**src/rtl/if_id_stage.sv**
```systemverilog
// IF stage PC register plus IF/ID pipeline register, with a stall watchdog that
// counts consecutive and total hazard stalls and raises a sticky timeout flag.
module if_id_stage #(
    parameter logic [63:0] PC_RESET  = 64'h0,
    parameter int          MAX_STALL = 4,
    parameter logic [31:0] NOP       = 32'h00000013
) (
    input  logic        clk,
    input  logic        arst_n,
    input  logic        enable,
    input  logic        PCWrite,
    input  logic        IF_ID_Write,
    input  logic        branch_taken,
    input  logic [63:0] branch_target,
    input  logic [31:0] instruction_IF,
    output logic [63:0] pc_IF,
    output logic [63:0] pc_ID,
    output logic [31:0] instruction_ID,
    output logic        valid_ID,
    output logic        stall_timeout,
    output logic [15:0] stall_cycles
);
    localparam int CW = $clog2(MAX_STALL + 1);
    localparam logic [CW-1:0] MAX_C = CW'(MAX_STALL);
    localparam logic [CW-1:0] ONE_C = CW'(1);

    typedef enum logic [1:0] {RUN, STALL, TIMEOUT} state_e;

    state_e        state_q, state_d;
    logic [CW-1:0] cnt_q, cnt_d;
    logic [63:0]   pc_q, pc_d, pc_id_q, pc_id_d;
    logic [31:0]   instr_q, instr_d;
    logic          valid_q, valid_d;
    logic          timeout_q, timeout_d;
    logic [15:0]   sc_q, sc_d;
    logic          is_stall;

    assign is_stall = enable & ~PCWrite & ~IF_ID_Write & ~branch_taken;

    always_comb begin
        state_d   = state_q;
        cnt_d     = cnt_q;
        pc_d      = pc_q;
        pc_id_d   = pc_id_q;
        instr_d   = instr_q;
        valid_d   = valid_q;
        timeout_d = timeout_q;
        sc_d      = sc_q;
        if (enable) begin
            if (branch_taken)  pc_d = branch_target;
            else if (PCWrite)  pc_d = pc_q + 64'd4;

            // A redirect squashes the wrong-path word but keeps the old pc_ID.
            if (branch_taken) begin
                instr_d = NOP;
                valid_d = 1'b0;
            end else if (IF_ID_Write) begin
                instr_d = instruction_IF;
                pc_id_d = pc_q;
                valid_d = 1'b1;
            end

            if (is_stall && sc_q != 16'hFFFF) sc_d = sc_q + 16'd1;

            case (state_q)
                RUN: begin
                    if (is_stall) begin
                        cnt_d = ONE_C;
                        if (ONE_C >= MAX_C) begin
                            state_d   = TIMEOUT;
                            timeout_d = 1'b1;
                        end else begin
                            state_d = STALL;
                        end
                    end
                end
                STALL: begin
                    if (is_stall) begin
                        if (cnt_q + ONE_C >= MAX_C) begin
                            cnt_d     = MAX_C;
                            state_d   = TIMEOUT;
                            timeout_d = 1'b1;
                        end else begin
                            cnt_d = cnt_q + ONE_C;
                        end
                    end else begin
                        cnt_d   = '0;
                        state_d = RUN;
                    end
                end
                TIMEOUT: timeout_d = 1'b1;
                default: state_d = RUN;
            endcase
        end
    end

    always_ff @(posedge clk or negedge arst_n) begin
        if (!arst_n) begin
            state_q   <= RUN;
            cnt_q     <= '0;
            pc_q      <= PC_RESET;
            pc_id_q   <= PC_RESET;
            instr_q   <= NOP;
            valid_q   <= 1'b0;
            timeout_q <= 1'b0;
            sc_q      <= 16'd0;
        end else begin
            state_q   <= state_d;
            cnt_q     <= cnt_d;
            pc_q      <= pc_d;
            pc_id_q   <= pc_id_d;
            instr_q   <= instr_d;
            valid_q   <= valid_d;
            timeout_q <= timeout_d;
            sc_q      <= sc_d;
        end
    end

    assign pc_IF          = pc_q;
    assign pc_ID          = pc_id_q;
    assign instruction_ID = instr_q;
    assign valid_ID       = valid_q;
    assign stall_timeout  = timeout_q;
    assign stall_cycles   = sc_q;
endmodule

```
**config.mk**
```make
export PLATFORM = sky130hd
export DESIGN_NAME = if_id_stage
export DESIGN_NICKNAME = d
export VERILOG_FILES = /design/src/rtl/if_id_stage.sv
export SDC_FILE = /design/constraint.sdc
export NUM_CORES = 1
export LEC_CHECK = 0
export BUFFER_PORTS_ARGS = -buffer_cell sky130_fd_sc_hd__buf_2
export CORE_AREA = 3 3 144 146
export CTS_CLUSTER_SIZE = 16
export DETAILED_ROUTE_END_ITERATION = 10
export DIE_AREA = 0 0 147 149
export HOLD_SLACK_MARGIN = 0.15
export PLACE_DENSITY = 0.81
export SYNTH_ARGS = -nofsm -noshare
export SYNTH_HDL_FRONTEND = slang
export SYNTH_SLANG_ARGS = --single-unit
```
**constraint.sdc**
```tcl
create_clock -name clk -period 2.1 [get_ports clk]
set_input_delay 0.315 -clock clk [delete_from_list [all_inputs] [get_ports clk]]
set_output_delay 0.315 -clock clk [all_outputs]
set_load 0.01 [all_outputs]
```
# Word-level counts from Yosys, hierarchy flattened
# Index checks and enable logic that the tools add are counted.
# op_classes
addsub	3
n_lt_le_gt_ge	1
eq_ne	7
muxes	17
bitwise_logic	7
reduce_logical	13
# ops
cell	n
$mux 64	2
$add 64x3->64 const B	1
$mux 32	2
$add 16x1->16 const B	1
$ne 16x16->1 const B	1
$mux 3	3
$reduce_and 4->1	2
$reduce_bool 2->1	4
$mux 2	3
$ne 2x2->1 const B	3
$pmux 2 s3	1
$pmux 3 s2	1
$reduce_and 2->1	3
$reduce_and 3->1	2
$mux 1	4
$not 1->1	4
$add 3x1->3 const B	1
$and 1x1->1	3
$ge 3x3->1 const B	1
$ne 3x3->1 const B	1
$eq 2x1->1 const B	1
$eq 2x2->1 const B	1
$logic_not 2->1	1
$pmux 1 s2	1
$logic_and 1x1->1	1
# totals
register_bits	183
in_bits	102
out_inout_bits	178
wordCells	56

# Longest topological paths before layout
# logic_depth
depth_word	6
ltp_mapped	8
ltp_nobuf	6

# Worst setup path before layout
# OpenSTA, ideal clock, no wires.
# synth_path
path_kind	flip-flop to flip-flop
start	register pc_q[5] (netlist: pc_IF[5])
end	register pc_q[63] (netlist: pc_IF[63])
t_arrival_ns	2.234
path_slack_ns	-0.216
stages_incl_launch_ff	9
n_path_buf	3
synth_period_minus_slack_ns	2.316
cell_sequence	dfrtp_1 -> buf_4 -> and4_1 -> buf_4 -> nand3_4 -> or4_1 -> clkbuf_2 -> or4_1 -> a31oi_1
# synth_between
elab_chain_len	3
# synth_rtl
item	line	source
from (decl)	31	logic [63:0] pc_q, pc_d, pc_id_q, pc_id_d;
from (signal assigned)	110	pc_q <= pc_d;
$add 64x3->64	51	else if (PCWrite) pc_d = pc_q + 64'd4;
$mux 64	51	
$mux 64	50	if (branch_taken) pc_d = branch_target;
# No other way between the ends. The select of a mux whose other input is x is not followed.
# A chain may end at the register's enable or synchronous reset.

# Worst setup path after layout
# layout_path
start	register pc_q[2] (netlist: pc_IF[2])
end	register pc_q[63] (netlist: pc_IF[63])
# Same word-level chain as after synthesis.

==> results.json <==
{
  "status": "completed",
  "first_pass_iters": 6,
  "filler_cell_count": 1585,
  "rsz0062_at_grt": "yes",
  "start_util_pct": 47.1,
  "cts-root-buf": "clkbuf_16",
  "gp_congestion": 0.937,
  "synth_edf_count": 0,
  "crit_slowest_cell": "or4_4",
  "drt_drc_violations_left": 0,
  "p_leak_nw": 6.28,
  "hold_slack_ps": 174,
  "final_cell_area_um2": 12800,
  "hp-class": "input pin to register",
  "relSlewSlack_pct": 18.1,
  "grt_start_max_net_pins": 54,
  "start_kind": "register",
  "syn-num-nets": 1144,
  "ys_seq_area_share_pct": 49.9,
  "worstSetupPathType": "register to register",
  "vias_per_cell": 5.79,
  "cts_tree": "built",
  "hold_viol_final": 0,
  "r2r-end": "pc_IF[63]",
  "synth_area_leaders": "dfrtp_1, nand2_1, nand3_1",
  "fin_cells": 1709,
  "place_area_um2": 11700,
  "ys_ff_latch": 183,
  "drtIter0Drc": 1072,
  "synth_top_flop_cell": "dfrtp_1",
  "end_kind": "register",
  "die_w_um": 147,
  "reg2reg_depth": 5,
  "wl_met2_um": 15600,
  "cts_buffer_depth": 2,
  "grt_pass1_vias": 9714,
  "fin_skew_ps": 8.55,
  "highest_layer": "met5",
  "hpwl_um": 22800,
  "min_from": "branch_target[38]",
  "finalSetupTns_ps": 0,
  "synthToLayoutAreaGrowth_pct": 39.0,
  "cts_sinks": 183,
  "drv_slew": 0,
  "portBuffers": 279,
  "crit_fanout": 5,
  "dr_wl_met3_um": 3140,
  "numCtsBuffers": 17,
  "wl_per_cell_um": 19.0,
  "fmax_mhz": 480,
  "slowest_delay_ps": 580,
  "synth_most_common_cell": "nand2_1",
  "grt_pass1_wl_um": 51100,
  "hold_depth": 2,
  "drt-total-wl_um": 32400,
  "syn_area_um2": 9190,
  "ios": 280,
  "cp.arrival_ps": 2440,
  "grt-ovfl-total": 0,
  "vias": 9900,
  "drt-met1-wl_um": 12600,
  "path_clk_slew_ps": 70,
  "min_to": "pc_IF[38]",
  "crit_path_cell_trace": "and3_2, nand4_4, or4_4, or4_1, a31oi_1",
  "r2r-start": "pc_IF[2]",
  "ant_nets": 0,
  "finalNetCount": 1536,
  "netlist.area_leader.share_pct": 49.0,
  "path_buf_inv": 0,
  "die_h_um": 149,
  "vdd_drop_max_uv": 669,
  "avgSynthCellArea_um2": 8.85,
  "placedCellCount": 1632,
  "netlist_instances": 1039,
  "crit_family": "simple AND/OR/NAND/NOR gates",
  "grt_antenna_before_repair": 3,
  "gr-usage-all-layers_pct": 29.3,
  "core_area_um2": 19500,
  "yosys_warnings": 0,
  "fin_crit_ps": 2080,
  "synth-async-reset-ratio_pct": 100,
  "tightest_slew_ps": 1230,
  "drive_gt1_share_pct": 33.1,
  "std_cell_rows": 51,
  "ys_types": 64,
  "power.density_nw_per_um2": 817,
  "maxCapViolCount": 0,
  "cp.depth": 5,
  "htreeDepth": 4,
  "yosys.area.top_type": "dfrtp_1",
  "r2r_slack_ps": 20,
  "clk_latency_ps": 440,
  "setup_viol_count_final": 0,
  "synth_common_cells": "nand2_1, dfrtp_1, clkbuf_1, nand3_1, o21ai_0",
  "required_ps": 2460,
  "finalCritPeriodShare_pct": 99.2,
  "die_area_um2": 21900
}
cell usage in the layout, fill, tap and decap left out, types with 9 or more instances in the layout:
master	instances
mux2i_1	9
nand4_1	31
a22o_1	29
buf_2	277
xor2_1	10
dlygate4sd3_1	44
a21oi_1	38
nand2_1	247
nor2_1	48
and4_1	10
nor3_1	29
o21ai_0	48
inv_1	16
clkbuf_16	17
nor4_1	25
a31oi_1	11
and3_1	27
or3_1	15
dfrtp_1	173
nand3_1	51
buf_4	123
kinds of logic after synthesis:
| group | Yosys count | share of synthesized area [%] |
|---|---|---|
| XOR/XNOR | 16 | 1.52 |
| AO/OA/AOI/OAI | 197 | 14.6 |
| buffers and inverters | 94 | 4.14 |
| adder cells (fa/ha/maj) | 3 | 0.408 |
| multiplexers | 10 | 1.10 |
| AND/OR/NAND/NOR | 536 | 28.4 |
| flip-flops | 183 | 49.9 |
what timing repair did:
| item | CTS | global route |
|---|---|---|
| pin swaps | 0 | 3 |
| buffers inserted | 0 | 1 |
| endpoints found under the setup margin | 7 | 9 |
| endpoints found under the hold margin | 87 | 0 |
| hold buffers | 44 | 0 |
| gates resized for setup | 6 | 18 |
power breakdown:
group          switching, W  internal, W
Clock               0.00144      0.00168
Sequential         0.000392      0.00406
Combinational       0.00163      0.00123
Total               0.00346      0.00697
cell type report:
type / instances / area [um^2] / share of cell area, %
inverters: 16 / 60.1 / 0.470
well taps: 265 / 332 / 2.59
flip-flops and latches: 183 / 4590 / 35.9
clock buffers: 19 / 443 / 3.47
diodes: 1 / 2.50 / 0.0196
repair buffers: 451 / 2880 / 22.6
multi-input cells: 762 / 4350 / 34.0
clock inverters: 12 / 116 / 0.911
flip-flops by register name (all words and copies together), names as in the netlist:
| name | cells |
|---|---|
| state_q | 2 |
| stall_timeout | 1 |
| pc_ID | 64 |
| pc_IF | 64 |
| valid_ID | 1 |
| cnt_q | 3 |
| instruction_ID | 32 |
| stall_cycles | 16 |
metrics by stage:
| stage | worst slack (ps) | total power, W | utilization (%) |
|---|---|---|---|
| after floorplan | -138 | 0.00577 | - |
| after global placement | 31.4 | 0.00713 | 59.9 |
| after detailed placement | -51.0 | 0.00722 | 59.9 |
| after CTS | 5.77 | 0.0104 | 65.1 |
| after global routing | -70.6 | 0.0109 | 65.4 |
| final | 17.8 | 0.0104 | 65.4 |
layer usage:
| layer | vias to the layer above | global-route usage [%] |
|---|---|---|
| met5 | - | 0 |
| met4 | 4 | 12.2 |
| met3 | 103 | 6.84 |
| met2 | 590 | 48.8 |
| met1 | 4686 | 37.0 |
| li1 | 4517 | - |
worst max path at each step:
stage                     end       from
floorplan           pc_IF[63]  pc_IF[10]
global placement    pc_IF[57]  pc_IF[11]
detailed placement  pc_IF[63]  pc_IF[11]
CTS                 pc_IF[57]  pc_IF[24]
global route        pc_IF[63]   pc_IF[2]
finish              pc_IF[63]   pc_IF[2]
(Power assumes the default switching activity.)
